===== config.mk =====
export PLATFORM = sky130hd
export DESIGN_NAME = uart_word_tx
export DESIGN_NICKNAME = d
export VERILOG_FILES = /design/src/rtl/uart_word_tx.sv
export SDC_FILE = /design/constraint.sdc
export NUM_CORES = 1
export LEC_CHECK = 0
export ABC_AREA = 0
export ABC_CLOCK_PERIOD_IN_PS = 4700
export CAP_MARGIN = 10
export CORE_MARGIN = 1.5
export CORE_UTILIZATION = 55
export CTS_BUF_LIST = sky130_fd_sc_hd__clkbuf_4 sky130_fd_sc_hd__clkbuf_8
export DETAILED_ROUTE_END_ITERATION = 8
export MAX_ROUTING_LAYER = met4
export PLACE_DENSITY = 0.74
export SETUP_SLACK_MARGIN = 0.05
export SYNTH_ARGS = -nofsm -noshare
export SYNTH_HDL_FRONTEND = slang
export SYNTH_SLANG_ARGS = --single-unit
export TNS_END_PERCENT = 10

===== constraint.sdc =====
create_clock -name clk -period 4.7 [get_ports clk]
set_input_delay 0.705 -clock clk [delete_from_list [all_inputs] [get_ports clk]]
set_output_delay 0.705 -clock clk [all_outputs]
set_load 0.02 [all_outputs]

===== src/rtl/uart_word_tx.sv =====
// uart_word_tx: buffers 32-bit words in a small FIFO and sends each as four
// LSB-first 8N1 UART frames, least-significant byte first.
module uart_word_tx #(
    parameter int CLKS_PER_BIT = 868,
    parameter int FIFO_DEPTH   = 4
) (
    input  logic        clk,
    input  logic        rst,
    input  logic        in_valid,
    input  logic [31:0] in_data,
    output logic        in_ready,
    output logic        tx,
    output logic        busy
);
    localparam int AW = $clog2(FIFO_DEPTH);
    localparam int CW = $clog2(FIFO_DEPTH + 1);
    localparam int BW = $clog2(CLKS_PER_BIT);
    localparam logic [BW-1:0] BAUD_LAST = BW'(CLKS_PER_BIT - 1);
    localparam logic [CW-1:0] FULL = CW'(FIFO_DEPTH);

    typedef enum logic [1:0] {IDLE, START, DATA, STOP} state_t;

    state_t        state;
    logic [31:0]   mem [FIFO_DEPTH];
    logic [AW-1:0] wr_ptr, rd_ptr;
    logic [CW-1:0] count;
    logic [BW-1:0] baud_cnt;
    logic [2:0]    bit_idx;
    logic [1:0]    byte_idx;
    logic [31:0]   word;
    logic          nonempty, push, pop, bit_end, cont;

    always_comb begin
        nonempty = count != '0;
        in_ready = count != FULL;
        push = in_valid && in_ready;
        bit_end = baud_cnt == BAUD_LAST;
        pop = nonempty && (state == IDLE || (state == STOP && bit_end && byte_idx == 2'd3));
        cont = byte_idx != 2'd3 || pop;
        busy = state != IDLE || nonempty;
    end

    always_ff @(posedge clk)
        if (push) mem[wr_ptr] <= in_data;

    always_ff @(posedge clk or negedge rst)
        if (!rst) begin
            wr_ptr <= '0;
            rd_ptr <= '0;
            count <= '0;
        end else begin
            if (push) wr_ptr <= wr_ptr + 1'b1;
            if (pop) rd_ptr <= rd_ptr + 1'b1;
            if (push && !pop) count <= count + 1'b1;
            else if (pop && !push) count <= count - 1'b1;
        end

    // word[{byte_idx, bit_idx}] addresses bit byte_idx*8+bit_idx directly
    always_ff @(posedge clk or negedge rst)
        if (!rst) begin
            state <= IDLE;
            tx <= 1'b1;
            baud_cnt <= '0;
            bit_idx <= '0;
            byte_idx <= '0;
            word <= '0;
        end else begin
            baud_cnt <= (state == IDLE || bit_end) ? '0 : baud_cnt + 1'b1;
            case (state)
                IDLE: if (pop) begin
                    word <= mem[rd_ptr];
                    byte_idx <= '0;
                    tx <= 1'b0;
                    state <= START;
                end
                START: if (bit_end) begin
                    bit_idx <= '0;
                    tx <= word[{byte_idx, 3'd0}];
                    state <= DATA;
                end
                DATA: if (bit_end) begin
                    bit_idx <= bit_idx + 1'b1;
                    tx <= bit_idx == 3'd7 ? 1'b1 : word[{byte_idx, bit_idx + 3'd1}];
                    state <= bit_idx == 3'd7 ? STOP : DATA;
                end
                STOP: if (bit_end) begin
                    byte_idx <= byte_idx + 1'b1;
                    word <= pop ? mem[rd_ptr] : word;
                    tx <= !cont;
                    state <= cont ? START : IDLE;
                end
            endcase
        end
endmodule


# Yosys cells after proc, flatten, opt, wreduce, memory -nomap -nowiden
# Memories as Yosys holds them, arrays and structs flattened.
# Index checks and enable logic that the tools add are counted.
# word_totals
out_inout_bits	3
register_bits	57
ram_bits	128
mem_count	1
word_cells	85
inputBits	35
# memory_table
name	words	word_bits	read_ports	rd_ports_with_merged_regs	wr	line_no	rtl
mem	4	32	1	0	1	24	logic [31:0] mem [FIFO_DEPTH];
# op_classes
n_mux	31
magnitude_cmp	2
eq_ne	12
reduce_logical	23
add_sub_neg	7
# ops
op	count
2-to-1 mux 32 bit	2
case mux 32 bit (2 select lines)	1
less-than comparator 5 x 6 -> 1 bit, second input constant	2
2-to-1 mux 2 bit	6
2-to-1 mux 3 bit	4
2-to-1 mux 1 bit	11
adder 10 x 1 -> 10 bit, second input constant	1
equality test 10 bit, second input constant	1
2-to-1 mux 10 bit	1
inequality test 2 bit, second input constant	5
case mux 2 bit (4 select lines)	1
nonzero test 2 bit	4
adder 2 x 1 -> 2 bit, second input constant	3
adder 3 x 1 -> 3 bit, second input constant	2
equality test 2 bit, second input constant	3
logical AND 1 bit	6
case mux 3 bit (2 select lines)	1
AND reduction 3 bit	2
binary-select mux 1 bit (select 5 bit)	1
logical OR 1 bit	4
case mux 1 bit (4 select lines)	1
case mux 2 bit (2 select lines)	1
AND reduction 4 bit	1
equality test 3 bit, second input constant	1
other kinds (8)	10

# Longest topological paths before layout
# logic_depth
ltp_word	9
mapped_depth	12
mapped_depth_nobuf	11

# Worst setup path after synthesis
# No wires, ideal clock.
# synth_timing
path_kind	reg-to-reg
startpoint	register baud_cnt[0]
endpoint	register count[2]
period_less_slack_ns	2.677
slack_ns	2.023
path_buffers	1
arrival_ns	2.598
required_time_ns	4.621
stages_incl_launch_ff	13
setup_time_ns	0.079
path_cell_list	dfrtp_1 -> ha_1 -> and4b_1 -> and4_1 -> clkbuf_8 -> and3_1 -> o21ai_0 -> ha_1 -> inv_1 -> fa_1 -> xor2_1 -> nor2_1 -> xor2_1
# synth_between
elab_chain_cells	8
word_cells_on_any_way	10
cone_classes	eq/ne (1); mux (1); reduce/logical (8)
# synth_lines
element	line_no	rtl
start, declared	27	logic [BW-1:0] baud_cnt;
start signal, assigned	68	baud_cnt <= (state == IDLE || bit_end) ? '0 : baud_cnt + 1'b1;
equality test 10 bit (*)	37	bit_end = baud_cnt == BAUD_LAST;
logical AND 1 bit (*) (2 in a row)	38	pop = nonempty && (state == IDLE || (state == STOP && bit_end && byte_idx == 2'd3));
logical OR 1 bit (*)	38	
logical AND 1 bit (*)	38	
logical NOT 1 bit	54	if (push && !pop) count <= count + 1'b1;
logical AND 1 bit	54	
2-to-1 mux 3 bit or nonzero test 2 bit (tied branches)	-	
end signal, assigned	54	
end signal, assigned	55	else if (pop && !push) count <= count - 1'b1;
end, declared	26	logic [CW-1:0] count;
# Every way passes the cells marked *; elsewhere a longest branch is shown, timed or not.
# A chain may end at the register's enable or synchronous reset.

# Final worst setup path
# layout_timing
startpoint	register count[0]
endpoint	output busy
# layout_between
elab_chain_cells	2
# layout_lines
element	line_no	rtl
nonzero test 3 bit	34	nonempty = count != '0;
logical OR 1 bit	40	busy = state != IDLE || nonempty;
end, declared	13	output logic busy
# Every way passes these cells.

==> results_dict.tcl <==
set metrics [dict create \
    dieArea_um2 14440 \
    yosysUniqueCellTypes 50 \
    grt_setup_unrepaired "no" \
    layout.cells.most_common "edfxtp_1" \
    grt_overflow_total 0 \
    critPathSlowestCell "clkdlybuf4s50_1" \
    critPathArrivalTime_ns 2.29 \
    ys_warn_count 0 \
    clockBufferDepth 2 \
    synth_ff_type "edfxtp_1" \
    fin_util_pct 63.60 \
    pwr_density_cell_nw_per_um2 410.0 \
    root_buffer "clkbuf_8" \
    timing.final.ws_setup_ns 1.703 \
    max-vdd-ir-drop_uv 271.3 \
    crit_type "reg2out" \
    drt_iter0_markers 271 \
    drt_wl_total_um 12150 \
    tritoncts "yes" \
    yosysSeqAreaShare_pct 69.82 \
    clkSlewWorstSetupHoldPaths_ns 0.10 \
    place.gp.congestion 0.7677 \
    grt_pass1_vias 3895 \
    skew_ns 0.01082 \
    nFillCells 869 \
    grtUsageTotal_pct 19.65 \
    dpl.hpwl_um 7597 \
    syn_area_um2 7550 \
    pre_cts_slack_ns 1.789 \
    drv_cap 0 \
    synth_nets 457 \
    vias 3680 \
    postCtsHoldBufs 0 \
    placementRows 42 \
    insertion_delay_ns 0.45 \
    path_max_fanout 5 \
    crit_path_start_kind "flip-flop" \
    die_width_um 120.2 \
    cp_num_buf_inv 1 \
    grt_pass1_wl_um 20620 \
    placed_area_um2 8085 \
    min-delay-path-class "in2async" \
    crit_path_end_kind "output pin" \
    final_cell_mix "edfxtp_1 (128), dfrtp_1 (55), clkdlybuf4s50_1 (36)" \
    cts_made_buffers 17 \
    port_buffers 37 \
    post_cts_resized 0 \
    syn_area_per_cell_um2 18.50 \
    syn_inst 408 \
    path_cells "nor3_1, nand2_1, clkdlybuf4s50_1" \
    ant_nets 0 \
    antenna_found_initial 0 \
    fin_area_um2 8456 \
    max_freq_ghz 0.3336 \
    synth.area.top_cells "edfxtp_1 (51%), dfrtp_1 (19%), mux4_2 (10%), mux2_2 (5.1%), ha_1 (2.2%)" \
    via_per_inst 5.732 \
    status "completed" \
    grt_max_degree 58 \
    antenna-diode-count 0 \
    layout-drive-gt1-share_pct 24.46 \
    drt_pass1_iterations 4 \
    synth_largest_area_cell "edfxtp_1" \
    fin_nets 502 \
    multi_input_area_um2 2130 \
    tns_ns 0 \
    area_growth_pct 12.00 \
    finalHoldViolCount 0 \
    synth-edff-count 128 \
    initial_core_util_pct 56.79 \
    worstMarginPinSlew_ns 0.7135 \
    crit_required_ns 3.99 \
    critPathTopFamily "simple AND/OR/NAND/NOR gates" \
    io_pins 38 \
    final_max_slew_viol_count 0 \
    max_stage_delay_ns 0.60 \
    p_leak_nw 2.996 \
    synth-seq-cells 185 \
    async_flop_share_pct 30.81 \
    postCtsSetupBuffers 0 \
    cts_sinks 185 \
    finalSetupViolCount 0 \
    synth_top_area_share_pct 50.91 \
    post-route-period-util_pct 63.77 \
    wire_per_inst_um 18.92 \
    register_area_um2 5273 \
    drc 0 \
    core_um2 13300 \
    die_h_um 120.2 \
    cts_max_level 4 \
    min_period_ns 2.997 \
    relSlewSlack_pct 52.43 \
]
## layer usage
metal | track usage (%) | wire, µm | part of all wire (%)
met1 | 26.37 | 5323 | 44
met2 | 30.61 | 6202 | 51
met3 | 4.658 | 481 | 4.0
met4 | 5.580 | 141 | 1.2
met5 | - | 0 | 0
## flip-flops by register name, indices dropped and copies added, names as in the netlist
name and cells:
count 3, bit_idx 3, wr_ptr 2, word 32
rd_ptr 2, state 2, baud_cnt 10, mem 128
byte_idx 2, tx 1
## cells by family (layout without fill, tap and decap cells)
| kind of cell | Yosys count | in the layout | synth area share [%] |
|---|---|---|---|
| simple gates | 60 | 60 | 4.060 |
| flops | 185 | 185 | 69.82 |
| compound gates | 29 | 29 | 2.536 |
| fa+ha+maj | 14 | 14 | 2.420 |
| mux | 77 | 77 | 17.47 |
| buf+inv | 29 | 87 | 2.072 |
| xor+xnor | 14 | 14 | 1.624 |
## stage by stage
step                      cells  hold slack [ns]  total power (W)
after global placement      610           0.4428         0.002496
final                       642           0.3826         0.003467
after detailed placement    610           0.4578         0.002530
after floorplan             408           0.4094         0.002336
after CTS                   642           0.3869         0.003510
after global routing        642           0.4355         0.003627
## report_power, final
group / internal (W) / switching, W
registers: 0.00201 / 0.0000652
clock network: 0.000428 / 0.000558
logic: 0.000160 / 0.000245
## path summary, 6_finish.rpt
check / from / end / slack, ns / cells past startpoint
max reg2reg: baud_cnt[0]$_DFF_PN0_ / count[2]$_DFFE_PN0P_ / 1.75 / 11
min: rst / baud_cnt[5]$_DFF_PN0_ / 0.38 / 2
max: count[0]$_DFFE_PN0P_ / busy / 1.70 / 3
max in group asynchronous: rst / rd_ptr[0]$_DFFE_PN0P_ / 3.80 / 2
min in group clk: baud_cnt[0]$_DFF_PN0_ / baud_cnt[0]$_DFF_PN0_ / 0.47 / 1
min reg2reg: baud_cnt[0]$_DFF_PN0_ / baud_cnt[0]$_DFF_PN0_ / 0.47 / 1
## worst reg2reg max path, delay by kind of cell (launching register included)
kind	cells	cell delay, ns
AO/OA/AOI/OAI	1	0.31
flip-flops	1	0.41
AND/OR/NAND/NOR	4	0.87
buffers and inverters	1	0.06
XOR/XNOR	2	0.34
adder cells (fa/ha/maj)	3	0.87
## cell usage after synthesis (2+ instances only)
cell type and n:
mux2i_1 2, clkbuf_8 3, a211oi_1 2, o22ai_1 2, dfrtp_1 56, nor3_1 3
nand3_1 7, mux2_2 34, mux4_2 35, nand2_1 13, buf_2 4, nand2b_1 2
nand4_1 2, mux2_1 2, xor2_1 5, and3_1 5, and2b_2 2, mux4_1 4
buf_1 3, o21ai_0 11, o211ai_1 2, xnor2_1 9, a21oi_1 3, inv_1 10
nor2_1 17, nor4_1 2, edfxtp_1 128, clkbuf_1 6, ha_1 13
## layout make-up
cell class	instances	share of cell area, %
clock buffer	17	2.767
multi-input combinational	194	25.18
clock inverter	15	1.613
timing repair buffer	45	5.031
tap	176	2.604
sequential	185	62.36
inverter	10	0.4439
Note: power is estimated with default switching activity, not from simulation.
